**src/rtl/masked_aes_pkg.sv**
```systemverilog
// Shared types and constants for the masked AES control slice.
// Holds the scheduler FSM encoding and job-size limits.
package masked_aes_pkg;

  localparam int LAT_DEF  = 5;
  localparam int NMAX_DEF = 20;
  localparam int IDX_W    = 5;

  typedef enum logic [1:0] {
    S_IDLE,
    S_RUN,
    S_DRAIN,
    S_DONE
  } sched_state_e;

  // Zero or oversize requests fall back to a full job.
  function automatic logic [IDX_W-1:0] clamp_n(
    input logic [IDX_W-1:0] v,
    input logic [IDX_W-1:0] nmax
  );
    if (v == '0 || v > nmax) return nmax;
    return v;
  endfunction

endpackage

```
**src/rtl/tag_delay_line.sv**
```systemverilog
// Valid bit plus byte-index shift line that mirrors the S-box pipeline.
// Shifts only on enable; clr drops every tag in flight.
module tag_delay_line #(
  parameter int LAT = 5,
  parameter int W   = 5
) (
  input  logic           clk,
  input  logic           rst_n,
  input  logic           en,
  input  logic           clr,
  input  logic           d_vld,
  input  logic [W-1:0]   d_idx,
  output logic [LAT-1:0] q_vld,
  output logic [W-1:0]   q_idx
);

  logic [LAT-1:0][W-1:0] idx_q;

  always_ff @(posedge clk or negedge rst_n) begin
    if (!rst_n) begin
      q_vld <= '0;
      idx_q <= '0;
    end else if (clr) begin
      q_vld <= '0;
      idx_q <= '0;
    end else if (en) begin
      q_vld <= {q_vld[LAT-2:0], d_vld};
      idx_q <= {idx_q[LAT-2:0], d_idx};
    end
  end

  assign q_idx = idx_q[LAT-1];

endmodule

```
**src/rtl/sbox_pipe_sched.sv**
```systemverilog
// Issue/drain scheduler for the masked S-box pipeline.
// Gates share registers on fresh randomness and consumer back-pressure.
module sbox_pipe_sched
  import masked_aes_pkg::*;
#(
  parameter int LAT  = LAT_DEF,
  parameter int NMAX = NMAX_DEF
) (
  input  logic             clk,
  input  logic             rst_n,
  input  logic             start,
  input  logic             abort,
  input  logic [IDX_W-1:0] cfg_nbytes,
  input  logic             rnd_valid,
  output logic             rnd_ack,
  output logic             pipe_en,
  output logic             issue_valid,
  output logic [IDX_W-1:0] issue_idx,
  output logic             out_valid,
  output logic [IDX_W-1:0] out_idx,
  input  logic             out_ready,
  output logic             busy,
  output logic             done
);

  sched_state_e     state_q;
  sched_state_e     state_d;
  logic [IDX_W-1:0] cnt_q;
  logic [IDX_W-1:0] n_q;
  logic [LAT-1:0]   vld;
  logic [IDX_W-1:0] tail_idx;
  logic             issue;
  logic             drained;
  logic             accept;

  assign pipe_en = rnd_valid & (~vld[LAT-1] | out_ready);
  // Randomness is never reported consumed while held in reset.
  assign rnd_ack = pipe_en & rst_n;

  assign issue = pipe_en & (state_q == S_RUN)
               & (cnt_q < n_q) & ~abort;
  assign accept = (state_q == S_IDLE) & start & ~abort;

  assign issue_valid = issue;
  assign issue_idx   = cnt_q;
  assign out_valid   = vld[LAT-1] & rnd_valid;
  assign out_idx     = tail_idx;

  // Empty after this cycle's shift, so done follows the last result.
  assign drained = pipe_en ? ~|vld[LAT-2:0] : ~|vld;

  assign busy = (state_q == S_RUN) | (state_q == S_DRAIN);
  assign done = (state_q == S_DONE) & ~abort;

  tag_delay_line #(
    .LAT (LAT),
    .W   (IDX_W)
  ) u_tags (
    .clk   (clk),
    .rst_n (rst_n),
    .en    (pipe_en),
    .clr   (abort),
    .d_vld (issue),
    .d_idx (cnt_q),
    .q_vld (vld),
    .q_idx (tail_idx)
  );

  always_comb begin
    state_d = state_q;
    unique case (state_q)
      S_IDLE:  if (start) state_d = S_RUN;
      S_RUN:   if (issue && (cnt_q + 5'd1 == n_q))
                 state_d = S_DRAIN;
      S_DRAIN: if (drained) state_d = S_DONE;
      S_DONE:  state_d = S_IDLE;
      default: state_d = S_IDLE;
    endcase
    if (abort) state_d = S_IDLE;
  end

  always_ff @(posedge clk or negedge rst_n) begin
    if (!rst_n) state_q <= S_IDLE;
    else        state_q <= state_d;
  end

  always_ff @(posedge clk or negedge rst_n) begin
    if (!rst_n) begin
      cnt_q <= '0;
      n_q   <= '0;
    end else if (abort) begin
      cnt_q <= '0;
      n_q   <= '0;
    end else if (accept) begin
      cnt_q <= '0;
      n_q   <= clamp_n(cfg_nbytes, IDX_W'(NMAX));
    end else if (issue) begin
      cnt_q <= cnt_q + 5'd1;
    end
  end

endmodule
```
**config.mk**
```make
export PLATFORM = sky130hd
export DESIGN_NAME = sbox_pipe_sched
export DESIGN_NICKNAME = d
export VERILOG_FILES = /design/src/rtl/masked_aes_pkg.sv /design/src/rtl/tag_delay_line.sv /design/src/rtl/sbox_pipe_sched.sv
export SDC_FILE = /design/constraint.sdc
export NUM_CORES = 1
export LEC_CHECK = 0
export ABC_AREA = 1
export BUFFER_PORTS_ARGS = -buffer_cell sky130_fd_sc_hd__buf_4
export CAP_MARGIN = 20
export CORE_MARGIN = 8
export CORE_UTILIZATION = 37
export DETAILED_ROUTE_END_ITERATION = 8
export HOLD_SLACK_MARGIN = 0.05
export PLACE_DENSITY = 0.52
export SETUP_SLACK_MARGIN = 0.02
export SYNTH_ARGS = -nofsm -noshare
export SYNTH_HDL_FRONTEND = slang
export SYNTH_HIERARCHICAL = 1
export SYNTH_SLANG_ARGS = --single-unit
export TNS_END_PERCENT = 20
```
**constraint.sdc**
```tcl
create_clock -name clk -period 2.8 [get_ports clk]
set_input_delay 0.14 -clock clk [delete_from_list [all_inputs] [get_ports clk]]
set_output_delay 0.14 -clock clk [all_outputs]
set_load 0.005 [all_outputs]
```
Yosys cells after proc, flatten, opt, wreduce, memory -nomap -nowiden
Index checks and enable logic that the tools add are counted.

cells by class
  add/subtract/negate cells = 1
  magnitude comparators = 2
  equality and inequality tests = 7
  mux-type cells = 20
  bitwise operators = 13
  reductions and logical operators = 12

operators with widths
  operator                                                                 count
  25-bit two-way mux                                                       2
  5-bit two-way mux                                                        9
  1-bit AND                                                                9
  2-bit two-way mux                                                        4
  2-bit case mux with 4 select lines                                       1
  3-bit inequality test, second input constant                             2
  5-bit by 1-bit adder with 5-bit output, second input constant            1
  5-bit equality test                                                      1
  5-bit greater-than comparator, second input constant                     1
  5-bit zero test                                                          1
  5-bit less-than comparator                                               1
  5-bit OR reduction                                                       1
  2-bit equality test, second input constant                               2
  1-bit two-way mux                                                        4
  2-bit nonzero test                                                       2
  4-bit OR reduction                                                       1
  3-bit by 2-bit inequality test with 1-bit output, second input constant  1
  3-bit AND reduction                                                      1
  3-bit nonzero test                                                       1
  2-bit by 1-bit equality test with 1-bit output, second input constant    1
  1-bit zero test                                                          2
  2-bit zero test                                                          1
  1-bit inverter                                                           2
  1-bit OR                                                                 2
  other kinds (2)                                                          2

word-level totals
  register bits after elaboration = 42
  output and inout port bits = 16
  logic and storage cells = 64

Depth between registers and ports, before layout
Gate-level depths: netlist of the first run.

  depth in word-level cells = 10
  mapped depth = 12

Modules after synthesis
The synthesis of the first run kept the hierarchy.

by module, submodules not included
  module           instances  cells each  area each (um^2)  sequential area each (um^2)
  tag_delay_line   1          136         1280.0            750.7
  sbox_pipe_sched  1          143         985.9             300.3

Worst setup path after synthesis of the first run
No wires, ideal clock.

  path kind = reg-to-reg
  start point = register cnt_q[2], in the netlist issue_idx[2]
  end point = register state_q[0]
  arrival = 1608 ps
  data required time = 2683 ps
  path slack = 1075 ps
  cell stages (with the launch flop) = 12
  clock period less this slack = 1725 ps
  cells stage by stage = dfrtp_1 ha_1 nand2_1 nand2_1 a21oi_1 nand3_2 nor2_2 nand3_1 nand2_2 nand3_2 nand2_1 nand2_1

on the way
  word-level cells in the longest chain between the ends = 6
  elaborated cells between the ends (all ways) = 8
  classes of those cells = add/sub: 1; order compare: 1; eq/ne: 2; bitwise: 2; reduce/logical: 2

RTL lines
  item                                                               line                   text
  start: declaration                                                 sbox_pipe_sched.sv:28  logic [IDX_W-1:0] cnt_q;
  start signal: assignment                                           sbox_pipe_sched.sv:98  cnt_q <= cnt_q + 5'd1;
  5-bit less-than comparator                                         sbox_pipe_sched.sv:41  & (cnt_q < n_q) & ~abort;
  1-bit AND (2 in series)                                            sbox_pipe_sched.sv:41
  via issue_valid                                                    sbox_pipe_sched.sv:17  output logic issue_valid,
  1-bit logical AND                                                  sbox_pipe_sched.sv:73  S_RUN: if (issue && (cnt_q + 5'd1 == n_q))
  3-bit by 2-bit inequality test with 1-bit output (no source line)  n/a
  3-bit AND reduction (no source line)                               n/a
  end signal: assignment                                             sbox_pipe_sched.sv:84  else state_q <= state_d;
  end: declaration                                                   sbox_pipe_sched.sv:26  sched_state_e state_q;

The timed path passes the listed nets, and every way through them passes these cells.
A chain may end at the register's enable or synchronous reset.

Worst setup path in the final report of the first run
  start point = register cnt_q[2], in the netlist issue_idx[2]
  end point = output issue_valid

on the way
  word-level cells in the longest chain between the ends = 3

RTL lines
  item                        line
  5-bit less-than comparator  sbox_pipe_sched.sv:41
  1-bit AND (2 in series)     sbox_pipe_sched.sv:41
  end: declaration            sbox_pipe_sched.sv:17

No other way between the ends.

==> results by group, run 1 <==
Synthesis
  – Top_reg_cell synth: dfrtp_1
  – Most common cell in the netlist: nand2_1
  – Number of enable flip-flop cells after synthesis: 0
  – Post-synth cell types: 22
  – Synth top area cells: dfrtp_1, nand2_1, nand3_1, ha_1, inv_1
  – Seq/Total Area, Yosys: 0.464
  – Synth warn: 6
  – Leading area contributor after synthesis: dfrtp_1
  – Synth Instances: around 280
  – Share of the synthesized area in the top cell type: 0.464
  – Mapped Area: around 0.0023 mm^2
  – Synth Register Bits: 42
  – Syn_area_per_cell: about 8.1 um^2
  – Async SR Flop Fraction: 1.00
  – Commonest cells in the netlist: nand2_1, nand3_1, dfrtp_1
  – Synthesized net count: 301

Detailed routing
  – Final ANT Viol Nets: 0
  – Vias: 1772
  – DRT Pass-1 Iters: 4
  – Iteration-0 DRC Markers: 91
  – Routed WL: ~4600 um
  – Post-DR wirelength/cell: between 10 and 15 um
  – # DRC: 0
  – Vias per inst: 4.73

Cells and area
  – Area growth syn-to-layout: 11.9%
  – Post-layout util: 0.428
  – Share of layout cells above drive strength 1: 0.150
  – Diodes inserted: 0
  – Layout Nets: between 300 and 400

Clocking
  – Clk buf depth: 2
  – Clk slew on worst S/H paths: around 0.080 ns
  – CTS Buf Count: 5
  – Sink Count: 42
  – CTS H-tree lvls: 2
  – CTS tree: built
  – Root buffer cell: clkbuf_8
  – Setup Fix Bufs, Post-CTS: 0
  – Worst skew pair latency: slightly below 0.3 ns

Worst hold path
  – Hold wc startpoint: cfg_nbytes[2]
  – Worst Hold End: n_q[2]
  – Hold Crit Class: in2reg
  – Hold path depth: 3

Die
  – Num ports: 27
  – Chip Height: about 94 um
  – Std-Cell Core Area: 0.00592 mm^2
  – Row count: 28
  – Die area: 0.00888 mm^2
  – Initial Util: 0.383
  – Die W: around 94 um

Pwr
  – PwrDens: 556 mW/mm^2
  – Final Power: 1.41 mW
  – Peak supply drop: around 280 uV
  – Pleak: between 1 and 1.5 nW

Global routing
  – Initial antenna violation count: 0
  – Gr usage total: 0.110
  – Remaining Overflow, GRT: 0
  – Vias in the first global route: about 1800
  – Largest net degree at the start of global routing: 44
  – Global-route wire length before repair: 7900 um

Critical path
  – Worst r2r dst: state_q[1]
  – Worst setup path class: reg2out
  – Crit-path cells: ha_1, nand2_1, nand2_1, a21oi_1, nand3_2, nor2_2, buf_4
  – Crit-path max FO: 9
  – Reg2Reg Depth: 11
  – CP startpoint kind: register
  – CP peak stage delay: slightly below 0.5 ns
  – R2r setup slk: ~0.95 ns
  – CP dominant cell by count: nand2_1
  – Worst r2r src: issue_idx[2]
  – CP Capture Type: primary output
  – Crit path DAT: between 1.5 and 2 ns
  – Slowest-stage cell, CP: dfrtp_1
  – Req. time, crit path: 2.66 ns

STA
  – RSZ-0062 raised after global routing: no
  – Clk_skew: approximately 0.0044 ns
  – Minimum clock period: roughly 2 ns
  – Final Hold Viols: 0
  – Max Fclk: approximately 500 MHz
  – Worst-Margin Slew: ~0.93 ns
  – Setup TNS: 0 ns
  – Relative slew slack: 0.382
  – Final worst path period share: 0.697
  – Slew Limit Fails: 0
  – Setup violators final: 0

Placement
  – Placer Congestion: approximately 0.75
  – HPWL Detailed: roughly 3200 um
  – Port Buffers: 26

Outcome
  – Status: complete, no violations

Flow run
  – Max-cap check violation count: 0
-- through the flow --
stage	worst slack (ns)	instances	cell area, um^2	hold slack [ns]
floorplan	1.07	279	2270	-0.156
global placement	1.02	366	2420	0.173
detailed placement	0.930	366	2420	0.176
CTS	0.812	375	2530	0.0936
global route	0.692	375	2530	0.140
finish	0.848	375	2530	0.102
-- critical path: cells and delay by family (launching register included) --
| family | cells | cell delay, ns |
|---|---|---|
| DFF | 1 | 0.49 |
| buffers and inverters | 1 | 0.14 |
| and+or+nand+nor | 4 | 0.39 |
| AOI/OAI and AO/OA | 1 | 0.14 |
| adders and majority gates | 1 | 0.35 |
-- routing by layer --
metal / up-vias / GRT usage / wire length, um
li1: 916 / - / -
met1: 825 / 0.136 / 2200
met2: 24 / 0.176 / 2140
met3: 7 / 0.0344 / 237
met4: 0 / 0.0357 / 66
met5: - / 0 / 0
-- placed cells by master (no fill, tap or decap) --
cell / instances
a211oi_1: 1
a21oi_1: 1
buf_4: 27
bufinv_16: 1
clkbuf_8: 5
clkinv_2: 2
dfrtp_1: 42
dlygate4sd3_1: 1
ha_1: 11
inv_1: 28
inv_2: 1
nand2_1: 95
nand2_2: 3
nand3_1: 43
nand3_2: 2
nand4_1: 5
nor2_1: 14
nor2_2: 3
nor2_4: 1
nor3_1: 1
nor4_1: 1
o21ai_0: 6
o21bai_1: 1
o22ai_1: 3
xor2_1: 2
-- power by group --
group / leakage, nW / switching, mW / internal, mW / total [mW]
clock network: 0.0579 / 0.214 / 0.263 / 0.476
logic: 0.750 / 0.173 / 0.104 / 0.277
registers: 0.583 / 0.0242 / 0.632 / 0.657
-- timing repair --
item	4_1_cts	5_1_grt
hold endpoints to repair	42	0
hold buffers	1	0
gates resized for setup	0	0
-- sequential cells by signal, summed over array words and instances (netlist names) --
signal,flops
issue_idx,5
u_tags/q_vld,5
u_tags/idx_q,20
n_q,5
u_tags/q_idx,5
state_q,2
-- final cells by class --
| class | count | area, um^2 |
|---|---|---|
| tap | 75 | 93.8 |
| inverter | 29 | 109 |
| multi-input combinational | 193 | 960 |
| clock buffer | 5 | 68.8 |
| fill | 597 | 3390 |
| timing repair buffer | 28 | 213 |
| clock inverter | 3 | 40.0 |
| sequential | 42 | 1050 |
-- cells by family after synthesis --
group | Yosys count | share of synthesized area
simple gates | 168 | 0.325
buf+inv | 44 | 0.113
flops | 42 | 0.464
compound gates | 12 | 0.0304
fa+ha+maj | 11 | 0.0607
xor+xnor | 2 | 0.00773
-- worst max path at each step --
stage / slack [ns] / startpoint / cells past startpoint / endpoint
CTS: 0.81 / issue_idx[2] / 7 / issue_valid
detailed placement: 0.93 / issue_idx[2] / 11 / state_q[1]
floorplan: 1.07 / issue_idx[2] / 11 / state_q[0]
global route: 0.69 / issue_idx[2] / 7 / issue_valid
global placement: 1.02 / issue_idx[2] / 11 / state_q[0]
finish: 0.85 / issue_idx[2] / 7 / issue_valid
Note: power is estimated with default switching activity, not from simulation.
==> run 2, diff against run 1 <==
==> constraint.sdc (replaced) <==
create_clock -name clk -period 1.8 [get_ports clk]
set_input_delay 0.09 -clock clk [delete_from_list [all_inputs] [get_ports clk]]
set_output_delay 0.09 -clock clk [all_outputs]
set_load 0.005 [all_outputs]
==> run 2 against run 1 <==
Non-clock buffer count is 15 higher. First-iteration DRC count is 4.4% lower. Critical path type unchanged. Wire length is 4.4% higher. Global-route usage is 0.81 points higher. Combinational power is 83% higher. Critical path depth is 2 higher. Die area stayed put. Largest cell class unchanged. Highest routed layer unchanged.
==> results by group, run 2 (same netlist as run 1, synthesis figures left out) <==
Clocking
  – Clk buf depth: 2 (unchanged)
  – Worst skew pair latency: 0.29 ns (about the same)
  – Root buffer cell: clkbuf_8 (unchanged)
  – Sink Count: 42 (unchanged)
  – CTS Buf Count: 5 (unchanged)
  – Clk slew on worst S/H paths: 0.08 ns (about the same)
  – CTS H-tree lvls: 2 (unchanged)
  – CTS tree: built (unchanged)

Global routing
  – Largest net degree at the start of global routing: 32 (was 44)
  – Initial antenna violation count: 0 (unchanged)
  – Gr usage total: 0.118 (was 0.110)
  – Vias in the first global route: 1823 (was 1754)
  – Global-route wire length before repair: 8450 um (was 7900 um)
  – Remaining Overflow, GRT: 0 (unchanged)

Placement
  – Placer Congestion: 0.850 (was 0.752)
  – Port Buffers: 26 (unchanged)
  – HPWL Detailed: 3300 um (was 3160 um)

Critical path
  – CP Capture Type: primary output (unchanged)
  – CP delay by family, top: flip-flops (unchanged)
  – Crit-path max FO: 3 (was 9)
  – CP startpoint kind: register (unchanged)
  – CP dominant cell by count: nand2_2 (was nand2_1)
  – Worst Path Buf+Inv: 3 (was 1)
  – Crit path DAT: 1.66 ns (was 1.81 ns)
  – Req. time, crit path: 1.71 ns (was 2.66 ns)
  – Crit-path cells: inv_2, ha_4, nand2_2, nand2_2, a21oi_2, nand3_2, nor2_2, buf_4, buf_6 (was ha_1, nand2_1, nand2_1, a21oi_1, nand3_2, nor2_2, buf_4)
  – Slowest-stage cell, CP: dfrtp_1 (unchanged)
  – Worst setup path class: reg2out (unchanged)
  – CP peak stage delay: 0.39 ns (was 0.49 ns)

Detailed routing
  – Routed WL: 4850 um (was 4640 um)
  – DRT Pass-1 Iters: 4 (unchanged)
  – Vias per inst: 4.70 (was 4.73)
  – Iteration-0 DRC Markers: 87 (was 91)
  – Post-DR wirelength/cell: 12.4 um (about the same)
  – Vias: 1832 (was 1772)
  – Final ANT Viol Nets: 0 (unchanged)
  – # DRC: 0 (unchanged)

Cells and area
  – Commonest non-fill, non-tap cell in the layout: nand2_1 (unchanged)
  – Layout Nets: 336 (was 321)
  – Area growth syn-to-layout: 19.2% (was 11.9%)
  – Diodes inserted: 0 (unchanged)
  – Share of layout cells above drive strength 1: 0.232 (was 0.150)
  – Largest Register: u_tags/idx_q (unchanged)
  – Post-layout util: 0.456 (was 0.428)
  – Commonest cells after routing, fill and taps aside: nand2_1, nand3_1, buf_4, dfrtp_1, inv_1 (was nand2_1, nand3_1, dfrtp_1, inv_1, buf_4)
  – Max reg flops: 20 (unchanged)

Pwr
  – PwrDens: 790 mW/mm^2 (was 556 mW/mm^2)
  – Pleak: 1.45 nW (was 1.39 nW)
  – Peak supply drop: 420 uV (was 277 uV)
  – Final Power: 2.13 mW (was 1.41 mW)

STA
  – RSZ-0062 raised after global routing: yes (was no)
  – Final Hold Viols: 0 (unchanged)
  – Slew Limit Fails: 0 (unchanged)
  – Setup violators final: 0 (unchanged)
  – Max Fclk: 571 MHz
  – Worst-Margin Slew: 0.673 ns (was 0.926 ns)
  – Final worst path period share: 0.974
  – Minimum clock period: 1.75 ns
  – Clk_skew: 0.00590 ns (was 0.00439 ns)
  – Relative slew slack: 0.550 (was 0.382)

Outcome
  – Status: complete, no violations (unchanged)

Worst hold path
  – Hold Crit Class: in2reg (unchanged)

Flow run
  – Max-cap check violation count: 0 (unchanged)

Die
  – Chip Height: 94.3 um (unchanged)
  – Die area: 0.00888 mm^2 (unchanged)
  – Row count: 28 (unchanged)
  – Num ports: 27 (unchanged)
  – Die W: 94.3 um (unchanged)
  – Initial Util: 0.383 (unchanged)
  – Std-Cell Core Area: 0.00592 mm^2 (unchanged)
==> run 2: changes by cell type in the layout (fill, tap and decap cells not counted), moves of 2 or more <==
cell,before,now
buf_4,27,40
dfrtp_1,42,40
dfrtp_2,0,2
ha_1,11,7
ha_4,0,4
inv_1,28,23
inv_2,1,6
nand2_1,95,93
nand2_2,3,5
==> run 2: layout make-up <==
class,count,area (um^2)
clock buffer,6,72.6
clock inverter,2,13.8
fill,613,3220
inverter,29,109
multi-input combinational,193,1030
sequential,42,1050
tap,75,93.8
timing repair buffer,43,332
==> run 2: final timing paths <==
path / slack [ns] / start / to / depth (start not counted)
max in group asynchronous: 0.96 / rst_n / issue_idx[0] / 3
max: 0.05 / n_q[2] / issue_valid / 9
min in group asynchronous: 0.18 / rst_n / u_tags/idx_q[17] / 2
max reg2reg: 0.18 / issue_idx[1] / state_q[1] / 12
min reg2reg: 0.47 / u_tags/q_idx[1] / u_tags/q_idx[1] / 2
min: 0.1 / cfg_nbytes[0] / n_q[0] / 3
==> run 2: worst register-to-register path, stage by stage, from the launching register on <==
cell and delay [ns]:
dfrtp_2 0.45, ha_4 0.29, inv_1 0.03, nand2_1 0.04
nand2_1 0.05, nor2_1 0.09, nand3_1 0.09, nor2_2 0.12
nand3_1 0.10, nand2_2 0.09, nand3_2 0.07, nand2_1 0.06
nand2_1 0.04
==> run 2: per-stage QoR <==
stage / cells / hold slack, ns / worst slack [ns] / instance area [um^2] / setup TNS [ns]
global placement: 374 / -0.0384 / 0.0486 / 2480 / 0
global route: 390 / 0.107 / -0.0307 / 2700 / -0.0603
finish: 390 / 0.0969 / 0.0472 / 2700 / 0
floorplan: 279 / -0.206 / 0.0746 / 2270 / 0
detailed placement: 374 / -0.0406 / 0.0411 / 2480 / 0
CTS: 385 / 0.0921 / 0.0208 / 2590 / 0
==> run 2: report_power, final <==
| group | internal, mW | total [mW] | switching (mW) | leakage [nW] |
|---|---|---|---|---|
| registers | 0.984 | 1.02 | 0.0404 | 0.580 |
| clock network | 0.274 | 0.601 | 0.327 | 0.0452 |
| logic | 0.212 | 0.508 | 0.295 | 0.825 |
==> run 2: repair_timing <==
item / 4_1_cts / 5_1_grt
pin swaps: 1 / 9
resized for setup: 3 / 14
setup buffers: 1 / 5
hold endpoints to repair: 43 / 0
hold buffers: 2 / 0
endpoints found under the setup margin: 1 / 8
==> run 2: per-layer routing <==
| metal | global-route usage | share of wire | vias up |
|---|---|---|---|
| li1 | - | - | 950 |
| met1 | 0.145 | 0.48 | 860 |
| met2 | 0.195 | 0.48 | 20 |
| met3 | 0.0344 | 0.037 | 2 |
| met4 | 0.0317 | 0.0056 | 0 |
| met5 | 0 | 0 | - |
==> run 3, diff against run 2 <==
==> constraint.sdc (replaced) <==
create_clock -name clk -period 2.2 [get_ports clk]
set_input_delay 0.11 -clock clk [delete_from_list [all_inputs] [get_ports clk]]
set_output_delay 0.11 -clock clk [all_outputs]
set_load 0.005 [all_outputs]
==> run 3 against run 2 <==
Worst hold slack worse by 0.030 ns. Flip-flop and latch count stayed put. Sequential share of layout area grew 2.3 points. Total power is 20% lower. Non-clock buffer count shrank 12. Via count down 2.4%. Clock-buffer cell count decreased by 1. Design area shrank 5.9%. Core utilization is 2.7 points lower. Wire length fell by 3.7%. First-iteration DRC count rose by 18%. Clock skew up 0.0024 ns. Largest power group unchanged.
==> results by group, run 3 (same netlist as run 1, synthesis figures left out) <==
Cells and area
  – Commonest non-fill, non-tap cell in the layout: nand2_1 (unchanged)
  – Largest Register: u_tags/idx_q (unchanged)
  – Diodes inserted: 0 (unchanged)
  – Layout Nets: 324 (was 336)
  – Max reg flops: 20 (unchanged)
  – Area growth syn-to-layout: 12.1% (was 19.2%)
  – Share of layout cells above drive strength 1: 0.158 (was 0.232)
  – Commonest cells after routing, fill and taps aside: nand2_1, nand3_1, dfrtp_1, buf_4, inv_1 (was nand2_1, nand3_1, buf_4, dfrtp_1, inv_1)

Worst hold path
  – Hold path depth: 3 (unchanged)
  – Hold wc startpoint: cfg_nbytes[2] (was cfg_nbytes[0])
  – Hold Crit Class: in2reg (unchanged)

Pwr
  – Final Power: 1.71 mW (was 2.13 mW)
  – Pleak: 1.39 nW (was 1.45 nW)
  – PwrDens: 674 mW/mm^2 (was 790 mW/mm^2)
  – Peak supply drop: 368 uV (was 420 uV)

Global routing
  – Largest net degree at the start of global routing: 32 (unchanged)
  – Global-route wire length before repair: 8190 um (was 8450 um)
  – Gr usage total: 0.114 (was 0.118)
  – Initial antenna violation count: 0 (unchanged)
  – Remaining Overflow, GRT: 0 (unchanged)
  – Vias in the first global route: 1764 (was 1823)

Critical path
  – Crit path DAT: 1.82 ns (was 1.66 ns)
  – CP Capture Type: primary output (unchanged)
  – Worst path depth: 7 (was 9)
  – Worst r2r src: issue_idx[2] (was issue_idx[1])
  – Worst Path Buf+Inv: 1 (was 3)
  – CP peak stage delay: 0.49 ns (was 0.39 ns)
  – CP startpoint kind: register (unchanged)
  – Crit-path max FO: 9 (was 3)
  – CP delay by family, top: flip-flops (unchanged)
  – Worst setup path class: reg2out (unchanged)
  – CP dominant cell by count: nand2_1 (was nand2_2)
  – CP Launch Point: issue_idx[2] (was n_q[2])
  – Crit-path cells: ha_1, nand2_1, nand2_1, a21oi_1, nand3_2, nor2_2, buf_4 (was inv_2, ha_4, nand2_2, nand2_2, a21oi_2, nand3_2, nor2_2, buf_4, buf_6)
  – Req. time, crit path: 2.09 ns (was 1.71 ns)
  – Reg2Reg Depth: 11 (was 12)
  – Slowest-stage cell, CP: dfrtp_1 (unchanged)

Detailed routing
  – Final ANT Viol Nets: 0 (unchanged)
  – Post-DR wirelength/cell: 12.3 um (was 12.4 um)
  – Vias: 1788 (was 1832)
  – Iteration-0 DRC Markers: 103 (was 87)
  – DRT Pass-1 Iters: 4 (unchanged)
  – Routed WL: 4670 um (was 4850 um)
  – # DRC: 0 (unchanged)
  – Vias per inst: 4.73 (was 4.70)

Clocking
  – Sink Count: 42 (unchanged)
  – Clk slew on worst S/H paths: 0.09 ns (was 0.08 ns)
  – Clk buf depth: 2 (unchanged)
  – Setup Fix Bufs, Post-CTS: 0 (was 1)
  – CTS H-tree lvls: 2 (unchanged)
  – CTS Buf Count: 5 (unchanged)
  – Worst skew pair latency: 0.30 ns (was 0.29 ns)
  – CTS tree: built (unchanged)
  – Root buffer cell: clkbuf_8 (unchanged)
  – PostCTS Resize Cnt: 0 (was 3)

Flow run
  – Max-cap check violation count: 0 (unchanged)

Die
  – Std-Cell Core Area: 0.00592 mm^2 (unchanged)
  – Die W: 94.3 um (unchanged)
  – Die area: 0.00888 mm^2 (unchanged)
  – Initial Util: 0.383 (unchanged)
  – Chip Height: 94.3 um (unchanged)
  – Num ports: 27 (unchanged)
  – Row count: 28 (unchanged)

STA
  – Setup TNS: 0 ns (unchanged)
  – Slew Limit Fails: 0 (unchanged)
  – Final worst path period share: 0.875
  – Final Hold Viols: 0 (unchanged)
  – Worst-Margin Slew: 0.660 ns (was 0.673 ns)
  – Relative slew slack: 0.559 (was 0.550)
  – Max Fclk: approximately 520 MHz
  – Minimum clock period: just under 2 ns
  – RSZ-0062 raised after global routing: no (was yes)
  – Clk_skew: 0.00827 ns (was 0.00590 ns)
  – Setup violators final: 0 (unchanged)

Placement
  – HPWL Detailed: 3230 um (was 3300 um)
  – Placer Congestion: 0.762 (was 0.850)
  – Port Buffers: 26 (unchanged)

Outcome
  – Status: complete, no violations (unchanged)
-- run 3: per-stage QoR --
step	util	cells	hold WS, ns	area, um^2	worst slack [ns]
floorplan	-	279	-0.186	2270	0.475
global placement	0.412	369	0.000968	2440	0.424
detailed placement	0.412	369	0.00108	2440	0.341
CTS	0.429	378	0.0649	2540	0.244
global route	0.429	378	0.0912	2540	0.0916
finish	0.429	378	0.0667	2540	0.274
-- run 3: final cells by class --
type                            instances  area (um^2)
Fill cell                             629         3380
Sequential cell                        42         1050
Multi-Input combinational cell        193          960
Timing Repair Buffer                   31          235
Inverter                               29          109
Tap cell                               75         93.8
Clock buffer                            5         68.8
Clock inverter                          3         23.8
-- run 3: what timing repair did --
item	4_1_cts	5_1_grt
hold buffers	1	0
hold endpoints to repair	18	0
endpoints found under the setup margin	0	0
-- run 3: per-layer routing --
layer  part of all wire  wire length [um]  track usage
met5                  0                 0            0
met4              0.014                64       0.0436
met3              0.054               251       0.0336
met2               0.48              2230        0.181
met1               0.45              2120        0.143
-- run 3: worst min-delay path, delay by kind of cell --
| kind | cells | cell delay (ns) |
|---|---|---|
| AO/OA/AOI/OAI | 2 | 0.14 |
| buffers and inverters | 1 | 0.08 |
-- run 3: power by group --
part	switching, mW	internal, mW
clock network	0.298	0.227
logic	0.219	0.134
registers	0.0300	0.805
-- run 3: path summary, 6_finish.rpt --
check / end / slack (ns)
worst max register to register: state_q[1] / 0.35
worst min-delay path: n_q[2] / 0.07
worst min register to register: u_tags/idx_q[12] / 0.48
max in group asynchronous: n_q[0] / 1.39
min in group asynchronous: u_tags/idx_q[10] / 0.21
worst max-delay path: issue_valid / 0.27
